File: config.mk
export PLATFORM = sky130hd
export DESIGN_NAME = seg_scan_ctrl_flat
export DESIGN_NICKNAME = d
export VERILOG_FILES = /design/src/rtl/seg_pkg.sv /design/src/rtl/seg_scan_ctrl_if.sv /design/src/rtl/seg_hex_decode.sv /design/src/rtl/seg_scan_ctrl.sv /design/src/flat_wrapper.sv
export SDC_FILE = /design/constraint.sdc
export NUM_CORES = 1
export LEC_CHECK = 0
export CAP_MARGIN = 40
export CORE_MARGIN = 5
export CORE_UTILIZATION = 49
export CTS_CLUSTER_DIAMETER = 80
export CTS_CLUSTER_SIZE = 12
export DETAILED_ROUTE_END_ITERATION = 10
export GPL_ROUTABILITY_DRIVEN = 0
export PLACE_DENSITY = 0.79
export SLEW_MARGIN = 10
export SYNTH_ARGS = -nofsm -noshare
export SYNTH_HDL_FRONTEND = slang
export SYNTH_SLANG_ARGS = --single-unit
File: constraint.sdc
create_clock -name clk -period 2.35 [get_ports clk]
set_clock_uncertainty 0.15 [all_clocks]
set_input_delay 0.3525 -clock clk [delete_from_list [all_inputs] [get_ports clk]]
set_output_delay 0.3525 -clock clk [all_outputs]
set_load 0.01 [all_outputs]
File: src/rtl/seg_pkg.sv
// Shared types and constants for the seven-segment scan controller:
// FSM state encoding, digit count, dark pattern and the hex-to-segment table.
package seg_pkg;

   typedef enum logic [1:0] {
      ST_IDLE  = 2'd0,
      ST_BLANK = 2'd1,
      ST_DRIVE = 2'd2
   } state_t;

   localparam int NUM_DIGITS = 8;
   localparam logic [6:0] SEG_OFF = 7'h7F;

   // Active-low {g,f,e,d,c,b,a} patterns for 0..F.
   localparam logic [6:0] HEX_SEG [16] = '{
      7'b1000000, 7'b1111001, 7'b0100100, 7'b0110000,
      7'b0011001, 7'b0010010, 7'b0000010, 7'b1111000,
      7'b0000000, 7'b0010000, 7'b0001000, 7'b0000011,
      7'b1000110, 7'b0100001, 7'b0000110, 7'b0001110
   };

   function automatic logic [NUM_DIGITS-1:0] an_onehot_n(
      input logic [NUM_DIGITS-1:0] mask,
      input logic [2:0]            idx
   );
      an_onehot_n = ~({{(NUM_DIGITS-1){1'b0}}, mask[idx]} << idx);
   endfunction

endpackage

File: src/rtl/seg_scan_ctrl_if.sv
// Display-side bundle of the scan controller: enables, mux feedback and pin drives.
// The master modport is the controller, the slave modport is the board/mux side.
interface seg_scan_ctrl_if;
   import seg_pkg::*;

   logic                  en;
   logic [NUM_DIGITS-1:0] digit_mask;
   logic [NUM_DIGITS-1:0] dp_in;
   logic [3:0]            mux_data;
   logic [2:0]            sel;
   logic [6:0]            seg_n;
   logic                  dp_n;
   logic [NUM_DIGITS-1:0] an_n;
   logic                  frame_done;

   modport master (
      input  en, digit_mask, dp_in, mux_data,
      output sel, seg_n, dp_n, an_n, frame_done
   );

   modport slave (
      output en, digit_mask, dp_in, mux_data,
      input  sel, seg_n, dp_n, an_n, frame_done
   );

endinterface

File: src/rtl/seg_hex_decode.sv
// Combinational 4-bit hex to active-low seven-segment decoder.
module seg_hex_decode
   import seg_pkg::*;
(
   input  logic [3:0] i_hex,
   output logic [6:0] o_seg_n
);

   assign o_seg_n = HEX_SEG[i_hex];

endmodule

File: src/rtl/seg_scan_ctrl.sv
// Time-multiplexed 8-digit common-anode scan controller.
// Optional inter-digit dark gap is built when SEG_SCAN_BLANK_EN is defined.
module seg_scan_ctrl
   import seg_pkg::*;
#(
   parameter int DIGIT_CYCLES = 12_500,
   parameter int BLANK_CYCLES = 250
) (
   input  logic               clk,
   input  logic               rst,
   seg_scan_ctrl_if.master    bus
);

   localparam int CNT_W = (DIGIT_CYCLES > 1) ? $clog2(DIGIT_CYCLES) : 1;
   localparam logic [CNT_W-1:0] CNT_LAST = CNT_W'(DIGIT_CYCLES - 1);
   localparam logic [CNT_W-1:0] CNT_ONE  = CNT_W'(1);

   // Elaboration-time guard on the slot geometry.
   if (BLANK_CYCLES < 1 || BLANK_CYCLES >= DIGIT_CYCLES) begin : g_cfg_err
      $error("seg_scan_ctrl: BLANK_CYCLES must be in [1, DIGIT_CYCLES)");
   end

`ifdef SEG_SCAN_BLANK_EN
   localparam logic [CNT_W-1:0] BLANK_LAST = CNT_W'(BLANK_CYCLES - 1);
`endif

   state_t                r_state;
   logic [CNT_W-1:0]      r_cnt;
   logic [2:0]            r_sel;
   logic [6:0]            r_seg_n;
   logic                  r_dp_n;
   logic [NUM_DIGITS-1:0] r_an_n;
   logic                  r_frame_done;

   logic [6:0]            w_seg_n;
   logic [2:0]            w_sel_nxt;

   assign w_sel_nxt = r_sel + 3'd1;

   seg_hex_decode u_dec (
      .i_hex   (bus.mux_data),
      .o_seg_n (w_seg_n)
   );

   // Scan FSM: slot counter, digit select and all registered pin drives.
   always_ff @(posedge clk) begin
      if (rst || !bus.en) begin
         r_state      <= ST_IDLE;
         r_cnt        <= '0;
         r_sel        <= 3'd0;
         r_seg_n      <= SEG_OFF;
         r_dp_n       <= 1'b1;
         r_an_n       <= '1;
         r_frame_done <= 1'b0;
      end else begin
         case (r_state)
            ST_IDLE: begin
               r_cnt        <= '0;
               r_sel        <= 3'd0;
               r_frame_done <= 1'b0;
`ifdef SEG_SCAN_BLANK_EN
               r_state      <= ST_BLANK;
               r_seg_n      <= SEG_OFF;
               r_dp_n       <= 1'b1;
               r_an_n       <= '1;
`else
               r_state      <= ST_DRIVE;
               r_seg_n      <= w_seg_n;
               r_dp_n       <= ~bus.dp_in[0];
               r_an_n       <= an_onehot_n(bus.digit_mask, 3'd0);
`endif
            end
`ifdef SEG_SCAN_BLANK_EN
            ST_BLANK: begin
               r_cnt        <= r_cnt + CNT_ONE;
               r_frame_done <= 1'b0;
               if (r_cnt == BLANK_LAST) begin
                  r_state <= ST_DRIVE;
                  r_seg_n <= w_seg_n;
                  r_dp_n  <= ~bus.dp_in[r_sel];
                  r_an_n  <= an_onehot_n(bus.digit_mask, r_sel);
               end else begin
                  r_state <= ST_BLANK;
                  r_seg_n <= SEG_OFF;
                  r_dp_n  <= 1'b1;
                  r_an_n  <= '1;
               end
            end
`endif
            ST_DRIVE: begin
               if (r_cnt == CNT_LAST) begin
                  r_cnt        <= '0;
                  r_sel        <= w_sel_nxt;
                  r_frame_done <= (r_sel == 3'd7);
`ifdef SEG_SCAN_BLANK_EN
                  r_state      <= ST_BLANK;
                  r_seg_n      <= SEG_OFF;
                  r_dp_n       <= 1'b1;
                  r_an_n       <= '1;
`else
                  // No gap: next anode turns on while mux_data still reflects the old sel.
                  r_state      <= ST_DRIVE;
                  r_seg_n      <= w_seg_n;
                  r_dp_n       <= ~bus.dp_in[w_sel_nxt];
                  r_an_n       <= an_onehot_n(bus.digit_mask, w_sel_nxt);
`endif
               end else begin
                  r_state      <= ST_DRIVE;
                  r_cnt        <= r_cnt + CNT_ONE;
                  r_frame_done <= 1'b0;
                  r_seg_n      <= w_seg_n;
                  r_dp_n       <= ~bus.dp_in[r_sel];
                  r_an_n       <= an_onehot_n(bus.digit_mask, r_sel);
               end
            end
            default: begin
               r_state      <= ST_IDLE;
               r_cnt        <= '0;
               r_sel        <= 3'd0;
               r_seg_n      <= SEG_OFF;
               r_dp_n       <= 1'b1;
               r_an_n       <= '1;
               r_frame_done <= 1'b0;
            end
         endcase
      end
   end

   assign bus.sel        = r_sel;
   assign bus.seg_n      = r_seg_n;
   assign bus.dp_n       = r_dp_n;
   assign bus.an_n       = r_an_n;
   assign bus.frame_done = r_frame_done;

endmodule

File: src/flat_wrapper.sv
// flat-port wrapper written by rule: the top's interface ports become plain ports
module seg_scan_ctrl_flat import seg_pkg::*;
#(
   parameter int DIGIT_CYCLES = 12_500,
   parameter int BLANK_CYCLES = 250
)
  (clk, rst, bus_en, bus_digit_mask, bus_dp_in, bus_mux_data, bus_sel, bus_seg_n, bus_dp_n, bus_an_n, bus_frame_done);
  seg_scan_ctrl_if bus_i ();
  input  logic clk;
  input  logic rst;
  input wire logic [$bits(bus_i.en)-1:0] bus_en;
  input wire logic [$bits(bus_i.digit_mask)-1:0] bus_digit_mask;
  input wire logic [$bits(bus_i.dp_in)-1:0] bus_dp_in;
  input wire logic [$bits(bus_i.mux_data)-1:0] bus_mux_data;
  output wire logic [$bits(bus_i.sel)-1:0] bus_sel;
  output wire logic [$bits(bus_i.seg_n)-1:0] bus_seg_n;
  output wire logic [$bits(bus_i.dp_n)-1:0] bus_dp_n;
  output wire logic [$bits(bus_i.an_n)-1:0] bus_an_n;
  output wire logic [$bits(bus_i.frame_done)-1:0] bus_frame_done;
  assign bus_i.en = bus_en;
  assign bus_i.digit_mask = bus_digit_mask;
  assign bus_i.dp_in = bus_dp_in;
  assign bus_i.mux_data = bus_mux_data;
  assign bus_sel = bus_i.sel;
  assign bus_seg_n = bus_i.seg_n;
  assign bus_dp_n = bus_i.dp_n;
  assign bus_an_n = bus_i.an_n;
  assign bus_frame_done = bus_i.frame_done;
  seg_scan_ctrl #(.DIGIT_CYCLES(DIGIT_CYCLES), .BLANK_CYCLES(BLANK_CYCLES)) u_core (.clk(clk), .rst(rst), .bus(bus_i));
endmodule
==> impl_metrics.json <==
{
  "avgRoutedWirePerCell_um": 13.6,
  "multi_input_area_um2": 1020,
  "ant_nets": 0,
  "crit_path_max_fanout": 11,
  "max_stage_delay_ps": 550,
  "maxCapViolCount": 0,
  "max_slew_margin_pct": 70.2,
  "finalCritPeriodShare_pct": 89.3,
  "first_global_vias": 1553,
  "n_antenna_cell": 0,
  "grt_use_total_pct": 16.7,
  "drtIter0Drc": 78,
  "synth-seq-cells": 35,
  "layout_min_cycle_time_ps": 2100,
  "drive_above_1_share_pct": 7.50,
  "synth_seq_area_share_pct": 38.4,
  "port_buffers": 42,
  "routed_via_density": 5.48,
  "p_per_area_nw_per_um2": 502,
  "vias": 1577,
  "final_nets": 271,
  "slowest_stage": "clkdlybuf4s50_1",
  "min_path_type": "flop to flop",
  "clk_pin_slew_ps": 70,
  "hold_buffers": 0,
  "cts_setup_buffers": 0,
  "clk_path_buf_depth": 2,
  "cts_inserted_buffers": 5,
  "globalRoute.totalOverflow": 0,
  "crit_arrival_ps": 1600,
  "htree_levels": 2,
  "worstSkewPairLatency_ps": 280,
  "synth.cell_area_um2": 1830,
  "dieArea_um2": 5050,
  "syn_to_final_growth_pct": 29.7,
  "crit_type": "flop to primary output",
  "seq_area_um2": 701,
  "finalSetupTns_ps": 0,
  "synth.distinct_cells": 42,
  "clock.fmax_ghz": 0.477,
  "finalSetupViolCount": 0,
  "cts-resized-gates": 0,
  "hpwl_um": 2980,
  "root_buffer": "clkbuf_8",
  "dieWidth_um": 71.1,
  "critPathLaunchType": "flop",
  "peakVddDrop_v": 0.000269,
  "ios": 43,
  "syn_inst": 198,
  "start_util_pct": 50.3,
  "row_count": 22,
  "cp_cell_sequence": "buf_4, clkdlybuf4s50_1",
  "power.leakage_uw": 0.000840,
  "worst_pin_slew_ps": 444,
  "core_area_um2": 3630,
  "drt-total-wl_um": 3900,
  "die_y_um": 71.1,
  "grt_antenna_before_repair": 0,
  "grt_pass1_wl_um": 6770,
  "cts_tree": "built",
  "grt_max_degree": 16,
  "fin_hold_ws_ps": 289,
  "yosysWarnings": 0,
  "syn_avg_cell_area_um2": 9.23,
  "fillers": 324,
  "drc": 0,
  "cts_sinks": 35,
  "maxSlewViolCount": 0,
  "rsz0062_at_grt": "false",
  "status": "completed",
  "hold_violations": 0,
  "synth_nets": 230,
  "cp_data_required_time_ps": 1850,
  "cp-end-kind": "primary output",
  "drtPass1Iterations": 4
}
[critical path, delay by kind of cell, from the launching register on]
kind	cells	cell delay [ps]
flip-flops	1	520
buffers and inverters	2	790
[power breakdown]
part	switching (uW)	internal, uW	leakage, uW
logic	44.2	67.8	0.000504
registers	3.71	603	0.000285
clock network	203	267	0.0000515
[cells in the final DEF (no fill, tap or decap), types with 4 or more instances in the layout]
master           synthesis  final
and3_1                   8      8
buf_4                    0      5
clkbuf_8                 0      7
clkdlybuf4s50_1          0     42
dfxtp_1                 35     35
ha_1                     9      9
inv_1                    9      9
nand2_1                 16     16
nand3_1                  5      5
nand4_1                  6      6
nor2_1                  17     17
nor2b_1                  4      4
nor3_1                   5      5
nor4_1                   6      6
o211ai_1                 6      6
o21ai_0                  6      6
xor2_1                   8      8
[worst paths after layout]
kind                             startpoint                            end  slack, ps  cells after the start
max reg2reg      u_core.r_cnt[0]$_SDFF_PP0_  u_core.bus.an_n[0]$_SDFF_PP1_        290                      5
min reg2reg      u_core.r_cnt[0]$_SDFF_PP0_     u_core.r_cnt[0]$_SDFF_PP0_        290                      1
min              u_core.r_cnt[0]$_SDFF_PP0_     u_core.r_cnt[0]$_SDFF_PP0_        290                      1
max          u_core.bus.sel[0]$_SDFFE_PP0P_                     bus_sel[0]        250                      2
[cell type report]
type                            instances  area share, %
Clock buffer                            8           4.22
Inverter                                9           1.43
Multi-Input combinational cell        141           42.9
Sequential cell                        35           29.6
Tap cell                               48           2.53
Timing Repair Buffer                   47           19.3
[logic make-up after synthesis]
family / after synthesis / synth area share (%)
DFF: 35 / 38.4
AOI/OAI and AO/OA: 28 / 10.5
adders and majority gates: 9 / 6.16
xor gates and xnor gates: 10 / 4.79
buffers and inverters: 22 / 5.96
muxes: 8 / 7.40
and+or+nand+nor: 86 / 26.8
[flip-flops by register name (all words and copies together) (netlist names)]
register / flops
u_core.bus.frame_done: 1
u_core.bus.sel: 3
u_core.bus.dp_n: 1
u_core.r_state: 1
u_core.r_cnt: 14
u_core.bus.seg_n: 7
u_core.bus.an_n: 8
[routing by layer]
metal,vias up,share of wire [%],global-route usage [%]
li1,796,-,-
met1,732,44,19.6
met2,42,49,28.8
met3,7,5.1,3.13
met4,0,2.2,8.77
met5,-,0,0
[Yosys cell counts (all sizes together)]
cell type  count  area, um^2
dfxtp         35         701
nor2          17        63.8
nand2         16        60.1
ha             9         113
inv            9        33.8
and3           8        50.1
xor2           8        70.1
clkbuf         7        26.3
nor4           7        58.8
buf            6        48.8
nand4          6        37.5
o211ai         6        45.0
o21ai          6        30.0
nand3          5        25.0
nor3           5        25.0
mux4           4        93.8
nor2b          4        25.0
o311ai         4        35.0
a21oi          3        15.0
a31oi          3        18.8
mux2i          3        30.0
or3            3        23.8
a21boi         2        15.0
and2           2        12.5
nand2b         2        12.5
nand3b         2        15.0
nand4bb        2        22.5
nor4b          2        17.5
o31ai          2        15.0
or4            2        15.0
xnor2          2        17.5
a41oi          1        8.76
and3b          1        8.76
and4           1        8.76
mux2           1        11.3
nand4b         1        8.76
o2111ai        1        8.76
[metrics by stage]
step	cell area, um^2	utilization [%]	setup WS, ps	instances	power [uW]
floorplan	1830	-	481	198	664
global placement	2270	62.5	232	280	731
detailed placement	2270	62.5	193	280	733
CTS	2370	65.2	232	288	1200
global route	2370	65.2	73.2	288	1240
finish	2370	65.2	252	288	1190
Power figures use the tool's default switching activity.
